--- src/rtl/uart_tx_mmio.sv ---
// Memory-mapped UART transmitter: TXDATA/STATUS window, byte FIFO, 8N1 serializer.
// Define UART_TX_PARITY_EN to insert an even-parity bit (8E1).
module uart_tx_mmio #(
    parameter logic [31:0] BASE_ADDR  = 32'h1000_0000,
    parameter int unsigned CLK_DIV    = 16,
    parameter int unsigned FIFO_DEPTH = 8
) (
    input  logic        clk,
    input  logic        rst_n,
    input  logic [31:0] ext_addr,
    input  logic [31:0] ext_wdata,
    input  logic        ext_mem_read,
    input  logic        ext_mem_write,
    input  logic        ext_mem_enable,
    output logic        ext_mem_ready,
    output logic [31:0] ext_rdata,
    output logic        tx,
    output logic        tx_busy
);

    localparam int unsigned PtrW = $clog2(FIFO_DEPTH);
    localparam int unsigned CntW = $clog2(CLK_DIV);
    localparam logic [CntW-1:0] BaudMax = CntW'(CLK_DIV - 1);

    typedef enum logic [2:0] {
        StIdle,
        StStart,
        StData,
`ifdef UART_TX_PARITY_EN
        StParity,
`endif
        StStop
    } state_e;

    state_e          state_q, state_d;
    logic [CntW-1:0] baud_q, baud_d;
    logic [2:0]      idx_q, idx_d;
    logic [7:0]      shift_q, shift_d;
    logic            tx_q, tx_d;

    logic [7:0]      mem_q [FIFO_DEPTH];
    logic [PtrW:0]   wptr_q, rptr_q;
    logic [PtrW:0]   count;
    logic [31:0]     count_ext;
    logic [3:0]      count_disp;
    logic            full, empty;
    logic            push, pop;

    logic            sel, wr_data, rd_status;
    logic [31:0]     status;
    logic            unused_bits;

    // Bus decode
    assign sel       = ext_mem_enable && (ext_addr[31:3] == BASE_ADDR[31:3]);
    assign wr_data   = sel && ext_mem_write && !ext_addr[2];
    assign rd_status = sel && ext_mem_read && ext_addr[2];
    assign push      = wr_data && !full;
    assign unused_bits = ^{ext_addr[1:0], ext_wdata[31:8]};

    // FIFO status from registered pointers; the wrap bit separates full from empty
    assign empty = (wptr_q == rptr_q);
    assign full  = (wptr_q[PtrW] != rptr_q[PtrW]) &&
                   (wptr_q[PtrW-1:0] == rptr_q[PtrW-1:0]);
    assign count      = wptr_q - rptr_q;
    assign count_ext  = 32'(count);
    assign count_disp = (count_ext > 32'd15) ? 4'hF : count_ext[3:0];

    assign status = {20'b0, count_disp, 5'b0, (state_q != StIdle), empty, full};

    assign ext_mem_ready = !(wr_data && full);
    assign ext_rdata     = rd_status ? status : 32'b0;
    assign tx            = tx_q;
    assign tx_busy       = (state_q != StIdle) || !empty;

    always_ff @(posedge clk) begin
        if (push) begin
            mem_q[wptr_q[PtrW-1:0]] <= ext_wdata[7:0];
        end
    end

    always_ff @(posedge clk) begin
        if (!rst_n) begin
            wptr_q <= '0;
            rptr_q <= '0;
        end else begin
            if (push) begin
                wptr_q <= wptr_q + (PtrW+1)'(1);
            end
            if (pop) begin
                rptr_q <= rptr_q + (PtrW+1)'(1);
            end
        end
    end

    always_ff @(posedge clk) begin
        if (!rst_n) begin
            state_q <= StIdle;
            baud_q  <= '0;
            idx_q   <= '0;
            shift_q <= '0;
            tx_q    <= 1'b1;
        end else begin
            state_q <= state_d;
            baud_q  <= baud_d;
            idx_q   <= idx_d;
            shift_q <= shift_d;
            tx_q    <= tx_d;
        end
    end

    // tx is registered, so each branch sets the level for the upcoming bit
    always_comb begin
        state_d = state_q;
        baud_d  = baud_q;
        idx_d   = idx_q;
        shift_d = shift_q;
        tx_d    = tx_q;
        pop     = 1'b0;
        unique case (state_q)
            StIdle: begin
                tx_d = 1'b1;
                if (!empty) begin
                    pop     = 1'b1;
                    shift_d = mem_q[rptr_q[PtrW-1:0]];
                    baud_d  = BaudMax;
                    tx_d    = 1'b0;
                    state_d = StStart;
                end
            end
            StStart: begin
                if (baud_q == '0) begin
                    baud_d  = BaudMax;
                    idx_d   = 3'd0;
                    tx_d    = shift_q[0];
                    state_d = StData;
                end else begin
                    baud_d = baud_q - CntW'(1);
                end
            end
            StData: begin
                if (baud_q == '0) begin
                    baud_d = BaudMax;
                    if (idx_q == 3'd7) begin
`ifdef UART_TX_PARITY_EN
                        tx_d    = ^shift_q;
                        state_d = StParity;
`else
                        tx_d    = 1'b1;
                        state_d = StStop;
`endif
                    end else begin
                        idx_d = idx_q + 3'd1;
                        tx_d  = shift_q[idx_q + 3'd1];
                    end
                end else begin
                    baud_d = baud_q - CntW'(1);
                end
            end
`ifdef UART_TX_PARITY_EN
            StParity: begin
                if (baud_q == '0) begin
                    baud_d  = BaudMax;
                    tx_d    = 1'b1;
                    state_d = StStop;
                end else begin
                    baud_d = baud_q - CntW'(1);
                end
            end
`endif
            StStop: begin
                tx_d = 1'b1;
                if (baud_q == '0) begin
                    state_d = StIdle;
                end else begin
                    baud_d = baud_q - CntW'(1);
                end
            end
            default: begin
                tx_d    = 1'b1;
                state_d = StIdle;
            end
        endcase
    end

endmodule

--- config.mk ---
export PLATFORM = sky130hd
export DESIGN_NAME = uart_tx_mmio
export DESIGN_NICKNAME = d
export VERILOG_FILES = /design/src/rtl/uart_tx_mmio.sv
export SDC_FILE = /design/constraint.sdc
export NUM_CORES = 1
export LEC_CHECK = 0
export ABC_AREA = 0
export BUFFER_PORTS_ARGS = -buffer_cell sky130_fd_sc_hd__clkbuf_2
export CAP_MARGIN = 20
export CELL_PAD_IN_SITES_DETAIL_PLACEMENT = 0
export CELL_PAD_IN_SITES_GLOBAL_PLACEMENT = 2
export CORE_UTILIZATION = 35
export CTS_CLUSTER_DIAMETER = 120
export DETAILED_ROUTE_END_ITERATION = 10
export PLACE_DENSITY = 0.85
export SYNTH_ARGS = -nofsm -noshare
export SYNTH_HDL_FRONTEND = slang
export SYNTH_SLANG_ARGS = --single-unit
--- constraint.sdc ---
create_clock -name clk -period 4.2 [get_ports clk]
set_input_delay 0.63 -clock clk [delete_from_list [all_inputs] [get_ports clk]]
set_output_delay 0.63 -clock clk [all_outputs]
set_load 0.01 [all_outputs]
==> results of run 1 <==
==> tightest hold or removal path, stage by stage (launching register included) <==
cell,delay (ns)
dfxtp_1,0.31
nand2_1,0.05
a21oi_1,0.05
==> layout make-up <==
type,instances,area [µm²]
clock buffers,9,225
well taps,143,179
repair buffers,65,358
multi-input cells,203,1560
inverters,14,52.6
clock inverters,7,90.1
fillers,1072,6660
flip-flops and latches,90,2440
==> routing by layer <==
layer	vias to the layer above	track usage, %	wire, µm
met5	-	0	0
met4	0	5.14	130
met3	12	2.78	226
met2	56	24.0	3950
met1	1316	17.3	3780
li1	1292	-	-
==> stage by stage <==
step	setup WS [ns]	power [mW]	instance area, µm²	hold slack [ns]	util [%]
2_1_floorplan	0.661	1.46	4300	0.436	-
3_3_place_gp	0.614	1.58	4590	0.446	39.7
3_5_place_dp	0.608	1.59	4590	0.448	39.7
4_1_cts	0.957	2.43	4910	0.457	42.4
5_1_grt	0.857	2.54	4910	0.471	42.4
6_report	0.968	2.41	4910	0.455	42.4
==> worst max path at each step <==
stage | endpoint | cells after the start
3_5_place_dp | mem_q[6][3]$_DFFE_PP_ | 6
4_1_cts | mem_q[6][4]$_DFFE_PP_ | 6
5_1_grt | mem_q[6][4]$_DFFE_PP_ | 8
3_3_place_gp | mem_q[6][3]$_DFFE_PP_ | 6
2_1_floorplan | mem_q[0][0]$_DFFE_PP_ | 6
6_report | mem_q[6][4]$_DFFE_PP_ | 6
==> power breakdown <==
group	switching, mW	total, mW	internal [mW]	leakage [nW]
clock	0.364	0.843	0.479	0.156
combinational	0.284	0.522	0.238	0.840
sequential	0.0391	1.04	1.00	0.786
total	0.687	2.41	1.72	1.78
==> cells in the final DEF, fill, tap and decap left out, drive strengths merged, types with 2 or more instances in the layout <==
cell type,count
mux4,18
nor4,7
buf,13
a31oi,8
nand2,30
mux2i,3
nor4b,4
dfxtp,26
conb,25
o21ai,14
ha,12
a211oi,3
or4,5
xnor2,4
nand3,4
clkbuf,61
and3,2
inv,18
a21oi,11
xor2,2
nand4,3
nor2b,4
or2,2
nor2,14
clkinv,2
nor3,6
edfxtp,64
==> cells by family after synthesis <==
logic type                 Yosys count
adders and majority gates           13
other                                1
and+or+nand+nor                     89
DFF                                 90
AOI/OAI and AO/OA                   48
xor gates and xnor gates             6
buffers and inverters               53
muxes                               22
==> state kept, by name, summed over array words and instances (netlist names) <==
| signal | flops |
|---|---|
| rptr_q | 4 |
| wptr_q | 4 |
| baud_q | 4 |
| mem_q | 64 |
| idx_q | 3 |
| state_q | 2 |
| tx | 1 |
| shift_q | 8 |
==> summary.md, run 1 <==
| Metric | Value |
|---|---|
| Sequential fraction of the synthesis area | `58.0%` |
| Cell variety after synth | `54` |
| Crit Path Category | `in2reg` |
| Leak Pwr | `1.78 nW` |
| First-pass GRT wire length | `13,400 µm` |
| Crit. End Element | `register` |
| Syn Area/Cell | `13.1 µm²` |
| Final setup violation count | `0` |
| Starting Density | `36.4%` |
| Tmin final | `3.23 ns` |
| Max Cap Violations | `0` |
| Post-CTS setup buffer count | `0` |
| # resized after CTS | `0` |
| Post-CTS Hold Buffers | `0` |
| Synth Area in XOR/XNOR | `1.25%` |
| Core area | `0.0116 mm²` |
| Count leader, synth | `edfxtp_1` |
| CTS clk-pin slew, worst paths | `0.07 ns` |
| Worst setup SP type | `input pin` |
| Synth area leaders | `edfxtp_1 46%, dfxtp_1 12%, mux4_2 9.6%` |
| Die width | `112 µm` |
| Non-Filler Instances | `531` |
| Worst EP required | `4.26 ns` |
| Status | `finished with violations` |
| Cells along the critical path | `clkbuf_2 -> or4_4 -> or4_1 -> or3b_1 -> nor4b_4 -> buf_4` |
| Final hold vios | `0` |
| Synthesized flop and latch total | `90` |
| WL final | `8090 µm` |
| Synth Area in Simple Gates | `11.8%` |
| Worst r2r dst | `mem_q[6][4]$_DFFE_PP_` |
| Post-Syn Area | `0.00421 mm²` |
| Layout cells sized above 1 | `27.3%` |
| WHS Path Cells | `2` |
| Hold path start | `idx_q[1]$_SDFFE_PN0P_` |
| Number of synthesized flops with an enable pin | `64` |
| Max Freq | `309 MHz` |
| CTS root buffer | `clkbuf_16` |
| Period utilisation layout | `77.0%` |
| GRT overflow | `0` |
| CP delay by family, top | `simple AND/OR/NAND/NOR gates` |
| Clock skew | `0.00836 ns` |
| Synth top area share | `45.6%` |
| Leading area contributor after synthesis | `edfxtp_1` |
| Vias in the first global route | `2,669` |
| Setup TNS | `0 ns` |
| Final GP Congestion | `0.739` |
| Die area | `0.0125 mm²` |
| Clock latency on the worst-skew pair | `0.34 ns` |
| Syn Inst Count | `322` |
| Max stage delay on crit path | `0.65 ns` |
| RSZ-0062 raised after global routing | `no` |
| Worst min path class | `reg2reg` |
| Synth cell count leaders | `64 x edfxtp_1, 30 x nand2_1, 26 x dfxtp_1` |
| Largest net degree at the start of global routing | `22` |
| Detailed Route Iter0 Violations | `112` |
| Antenna Cells | `0` |
| Initial antenna violation count | `0` |
| Critical path fanouts, max | `9` |
| CTS sink count | `90` |
| Cell Count Post-Placement | `515` |
| Max H-tree Level | `3` |
| Detail Route Antenna Nets | `0` |
| Post-Synth Adder-Cell Area | `4.04%` |
| Slowest library cell on the worst path | `or4_1` |
| Power per cell area | `491 mW/mm²` |
| Row count | `39` |
| Post-synthesis compound-gate area fraction | `7.07%` |
| Failing checks | `DRC` |
| Slew Limit Fails | `0` |
| Number of buffers and inverters on the critical path | `2` |
| Worst VDD drop | `0.285 mV` |
| Dpl hpwl | `5640 µm` |
| Nets | `465` |
| Iteration count of the initial detailed-routing pass | `8` |
| Internal reg-to-reg setup slack | `1.07 ns` |
| Hold Path End | `idx_q[1]$_SDFFE_PN0P_` |
| Number of remaining DRC errors | `6` |
| Synth-to-layout area growth | `16.4%` |
| Yosys warns | `0` |
| Via count | `2,676` |
| Mean routed wirelength per cell | `15.2 µm` |
| CTS tree | `done` |
| CP startpoint | `ext_addr[16]` |
| # IOs | `104` |
| Async set or reset register ratio after synthesis | `0%` |
| Input/output buffers | `52` |
| Main flop type after synthesis | `edfxtp_1` |
| Die Y | `112 µm` |
| Main combinational cell family by area after synthesis | `simple AND/OR/NAND/NOR gates` |
| Post-synthesis mux area share | `10.6%` |
| TritonCTS buffer count | `9` |
| Worst r2r src | `rptr_q[2]$_SDFFE_PN0P_` |
| Tot GR Track Use | `13.9%` |
| Via density | `5.04` |
| Clk buf depth | `2` |
| Worst EP arrival | `3.29 ns` |
| Worst reg2reg path depth | `8` |
(Power assumes the default switching activity.)
==> inputs of run 2 (changes only) <==
==> constraint.sdc (replaced) <==
create_clock -name clk -period 3.4 [get_ports clk]
set_input_delay 0.51 -clock clk [delete_from_list [all_inputs] [get_ports clk]]
set_output_delay 0.51 -clock clk [all_outputs]
set_load 0.01 [all_outputs]
==> run 2 against run 1 <==
Net effect: the run still ends with DRC left; hold slack worse by 0.017 ns; sequential share of layout area is 0.089 points lower; final cell count is 0.56% higher; die area stayed put; final area is 0.18% higher; routed wire length is 1.8% lower; non-clock buffer count is 3 higher; critical path depth is 1 higher; core utilization is 0.076 points higher; largest power group unchanged; sequential power is 24% higher; via count is 0.15% higher.
==> summary.md, run 2 (synthesis results as in run 1) <==
| Metric | Value |
|---|---|
| Critical path fanouts, max | `9` |
| Number of remaining DRC errors | `6` |
| Final hold slack | `0.438 ns` |
| WHS Path Cells | `1` |
| Commonest non-fill, non-tap cell in the layout | `edfxtp_1` |
| Core area | `0.0116 mm²` |
| Worst EP required | `3.44 ns` |
| Setup slack at placement | `0.276 ns` |
| Cell Count Post-Placement | `518` |
| Clock latency on the worst-skew pair | `0.34 ns` |
| Vias in the first global route | `2,568` |
| GRT overflow | `0` |
| Via count | `2,680` |
| Worst setup SP type | `register` |
| RSZ-0062 raised after global routing | `no` |
| Layout cells sized above 1 | `27.9%` |
| Initial antenna violation count | `0` |
| Nets | `468` |
| CTS root buffer | `clkbuf_16` |
| Die area | `0.0125 mm²` |
| Failing checks | `DRC` |
| Final hold vios | `0` |
| Status | `finished with violations` |
| Max Freq | `353 MHz` |
| Tot GR Track Use | `13.5%` |
| Final worst slack | `0.571 ns` |
| Crit Path Category | `reg2reg` |
| Clock skew | `0.0135 ns` |
| Die Y | `112 µm` |
| Power per cell area | `596 mW/mm²` |
| Non-Filler Instances | `534` |
| Detailed Route Iter0 Violations | `131` |
| Final GP Congestion | `0.764` |
| Commonest non-fill, non-tap cells in the layout | `64 x edfxtp_1, 52 x clkbuf_2, 30 x nand2_1, 26 x dfxtp_1, 25 x conb_1` |
| Slew Limit Fails | `0` |
| Dpl hpwl | `5700 µm` |
| Post-CTS setup buffer count | `0` |
| Crit. End Element | `register` |
| Final setup violation count | `0` |
| Worst EP arrival | `2.87 ns` |
| Period utilisation layout | `83.2%` |
| # IOs | `104` |
| Max Cap Violations | `0` |
| First-pass GRT wire length | `13,000 µm` |
| Max H-tree Level | `3` |
| CTS sink count | `90` |
| CTS tree | `done` |
| Die width | `112 µm` |
| Post-CTS Hold Buffers | `0` |
| WL final | `7940 µm` |
| TritonCTS buffer count | `9` |
| Via density | `5.02` |
| Tmin final | `2.83 ns` |
| Worst reg2reg path depth | `7` |
| Antenna Cells | `0` |
| Max FFs per register | `64` |
| Final Util | `42.5%` |
| Detail Route Antenna Nets | `0` |
| Largest net degree at the start of global routing | `22` |
| Leak Pwr | `1.79 nW` |
| Worst VDD drop | `0.515 mV` |
| Overall Power | `2.93 mW` |
| CTS clk-pin slew, worst paths | `0.07 ns` |
| Mean routed wirelength per cell | `14.9 µm` |
| Synth-to-layout area growth | `16.6%` |
| Starting Density | `36.4%` |
| Worst min path class | `in2reg` |
| # resized after CTS | `0` |
| Iteration count of the initial detailed-routing pass | `7` |
| Clk buf depth | `2` |
| Input/output buffers | `52` |
| Row count | `39` |
[run 2: changes by cell type in the layout (fill, tap and decap cells not counted), sizes merged]
cell	delta
buf	+3
inv	+1
bufinv	-1
[run 2: path summary, 6_finish.rpt]
kind | startpoint | end | slack [ns]
max reg2reg | wptr_q[0]$_SDFFE_PN0P_ | mem_q[1][7]$_DFFE_PP_ | 0.57
min reg2reg | idx_q[2]$_SDFFE_PN0P_ | idx_q[2]$_SDFFE_PN0P_ | 0.46
max | wptr_q[0]$_SDFFE_PN0P_ | mem_q[1][7]$_DFFE_PP_ | 0.57
min | ext_wdata[3] | mem_q[4][3]$_DFFE_PP_ | 0.44
[run 2: stage by stage]
| step | setup TNS (ns) | instance area, µm² |
|---|---|---|
| after floorplan | -3.40 | 4300 |
| after global placement | 0 | 4610 |
| after detailed placement | 0 | 4610 |
| after CTS | 0 | 4910 |
| after global routing | 0 | 4910 |
| final | 0 | 4910 |
[run 2: layer usage]
metal	vias to the layer above	GRT usage (%)	wire length (µm)	part of all wire, %
met5	-	0	0	0
met4	0	3.51	48	0.60
met3	4	2.99	310	3.9
met2	53	21.9	3880	49
met1	1325	18.2	3700	47
li1	1298	-	-	-
[run 2: power breakdown]
part           internal (mW)  leakage, nW  switching, mW  total [mW]
registers               1.24        0.786         0.0471        1.29
clock network          0.528        0.150          0.465       0.992
logic                  0.299        0.853          0.348       0.647
total                   2.07         1.79          0.860        2.93
[run 2: worst max-delay path: stages, from the launching register on]
cell     delay [ns]
dfxtp_1        0.55
inv_1          0.17
ha_1           0.36
and3_1         0.21
nand2_1        0.09
or3b_1         0.58
nor4_1         0.31
buf_4          0.26
[run 2: cell type report]
cell class	instances	area, µm²
clock buffer	9	225
clock inverter	7	76.3
fill	1036	6650
inverter	14	52.6
multi-input combinational	203	1560
sequential	90	2440
tap	143	179
timing repair buffer	68	380
==> inputs of run 3 (changes only) <==
==> constraint.sdc (replaced) <==
create_clock -name clk -period 2.8 [get_ports clk]
set_input_delay 0.42 -clock clk [delete_from_list [all_inputs] [get_ports clk]]
set_output_delay 0.42 -clock clk [all_outputs]
set_load 0.01 [all_outputs]
==> run 3 against run 2 <==
Net effect: the flow still finishes with violations (DRC); hold slack worse by 0.096 ns; sequential cell count unchanged; clock skew down 0.0047 ns; routed wire length up 0.58%; critical path type is now in2reg; critical endpoint is now mem_q[6][0]$_DFFE_PP_.
==> summary.md, run 3 (synthesis results as in run 1) <==
| Metric | Value |
|---|---|
| Status | `finished with violations` |
| Failing checks | `DRC` |
| Nets | `477` |
| Crit path to | `mem_q[6][0]$_DFFE_PP_` |
| Layout cells sized above 1 | `31.0%` |
| First-pass GRT wire length | `13,200 µm` |
| Slowest library cell on the worst path | `or4_1` |
| Mean routed wirelength per cell | `14.7 µm` |
| Multi-input logic area | `0.00162 mm²` |
| Worst r2r dst | `mem_q[6][0]$_DFFE_PP_` |
| WP depth | `7` |
| Max FFs per register | `64` |
| # resized after CTS | `0` |
| Vias in the first global route | `2,541` |
| Worst EP required | `2.86 ns` |
| Max H-tree Level | `3` |
| Synth-to-layout area growth | `20.6%` |
| Worst reg2reg path depth | `8` |
| Max Cap Violations | `0` |
| Slew Limit Fails | `0` |
| Row count | `39` |
| Power per cell area | `692 mW/mm²` |
| Final Util | `43.9%` |
| CTS clk-pin slew, worst paths | `0.07 ns` |
| Final hold vios | `0` |
| Hold path start | `ext_wdata[6]` |
| CTS sink count | `90` |
| TritonCTS buffer count | `9` |
| Slew headroom | `65.9%` |
| Worst r2r src | `wptr_q[0]$_SDFFE_PN0P_` |
| Clk buf depth | `2` |
| Number of remaining DRC errors | `6` |
| Setup slack at placement | `-0.252 ns` |
| Period utilisation layout | `96.1%` |
| Post-CTS Hold Buffers | `0` |
| Via count | `2,692` |
| GRT overflow | `0` |
| Final setup violation count | `0` |
| Overall Power | `3.52 mW` |
| Core area | `0.0116 mm²` |
| Cells along the critical path | `clkbuf_2 -> or4_1 -> or4_1 -> or3b_1 -> buf_4 -> nor4b_4 -> buf_4` |
| Detailed Route Iter0 Violations | `104` |
| CP delay by family, top | `simple AND/OR/NAND/NOR gates` |
| WL final | `7980 µm` |
| Final hold slack | `0.342 ns` |
| Die width | `112 µm` |
| CP startpoint | `ext_addr[20]` |
| Max Freq | `372 MHz` |
| Die area | `0.0125 mm²` |
| Worst VDD drop | `0.402 mV` |
| Dpl hpwl | `6010 µm` |
| Max stage delay on crit path | `0.55 ns` |
| Final GP Congestion | `0.737` |
| CTS tree | `done` |
| Final worst slack | `0.110 ns` |
| Commonest non-fill, non-tap cell in the layout | `edfxtp_1` |
| Iteration count of the initial detailed-routing pass | `7` |
| Tmin final | `2.69 ns` |
| Clock latency on the worst-skew pair | `0.34 ns` |
| Internal reg-to-reg setup slack | `0.20 ns` |
| # IOs | `104` |
| Fillers | `1,047` |
| Commonest non-fill, non-tap cells in the layout | `64 x edfxtp_1, 52 x clkbuf_2, 30 x nand2_1, 26 x dfxtp_1, 25 x conb_1` |
| Clock skew | `0.00879 ns` |
| Crit. End Element | `register` |
| Input/output buffers | `52` |
| Starting Density | `36.4%` |
| Leak Pwr | `1.84 nW` |
| Critical path fanouts, max | `8` |
| Initial antenna violation count | `0` |
| Register area | `0.00244 mm²` |
| Die Y | `112 µm` |
| Detail Route Antenna Nets | `0` |
| WHS Path Cells | `1` |
| Via density | `4.96` |
| Worst setup SP type | `input pin` |
| Largest net degree at the start of global routing | `22` |
| Tot GR Track Use | `13.7%` |
| Setup TNS | `0 ns` |
| Crit Path Category | `in2reg` |
| Number of buffers and inverters on the critical path | `3` |
| Antenna Cells | `0` |
| Slew @ Worst Pin | `0.507 ns` |
| RSZ-0062 raised after global routing | `no` |
| Worst EP arrival | `2.75 ns` |
| Worst min path class | `in2reg` |
| Post-CTS setup buffer count | `0` |
| CTS root buffer | `clkbuf_16` |
==> run 3: worst reg2reg max path: stages (launching register included) <==
cell and delay (ns):
dfxtp_1 0.35, inv_2 0.08, ha_1 0.34, and3_1 0.28, nand2_1 0.13, or3b_1 0.38, buf_4 0.22, nor4b_4 0.34
buf_4 0.21
==> run 3: power breakdown <==
| group | switching, mW | total [mW] | internal (mW) |
|---|---|---|---|
| combinational | 0.418 | 0.775 | 0.357 |
| sequential | 0.0582 | 1.56 | 1.51 |
| clock | 0.544 | 1.18 | 0.633 |
==> run 3: metal layers <==
metal  track usage, %  share of wire (%)
met1             17.6                 46
met2             23.2                 50
met3             2.94                2.7
met4             4.23                1.1
met5                0                  0
==> run 3: how the worst min path moves through the flow <==
stage / slack, ns / end
finish: 0.34 / mem_q[7][6]$_DFFE_PP_
global route: 0.34 / mem_q[0][6]$_DFFE_PP_
CTS: 0.34 / mem_q[0][6]$_DFFE_PP_
detailed placement: 0.45 / idx_q[1]$_SDFFE_PN0P_
global placement: 0.45 / idx_q[2]$_SDFFE_PN0P_
floorplan: 0.44 / idx_q[1]$_SDFFE_PN0P_
==> run 3: metrics by stage <==
step,instances,cell area (µm²)
global placement,527,4780
floorplan,346,4370
detailed placement,527,4780
CTS,543,5080
finish,543,5080
global route,543,5080
==> run 3: final cells by class <==
type | instances | share of cell area (%)
clock buffer | 9 | 4.43
tap | 143 | 3.52
timing repair buffer | 77 | 9.55
multi-input combinational | 203 | 32.0
sequential | 90 | 48.1
inverter | 14 | 1.03
clock inverter | 7 | 1.45
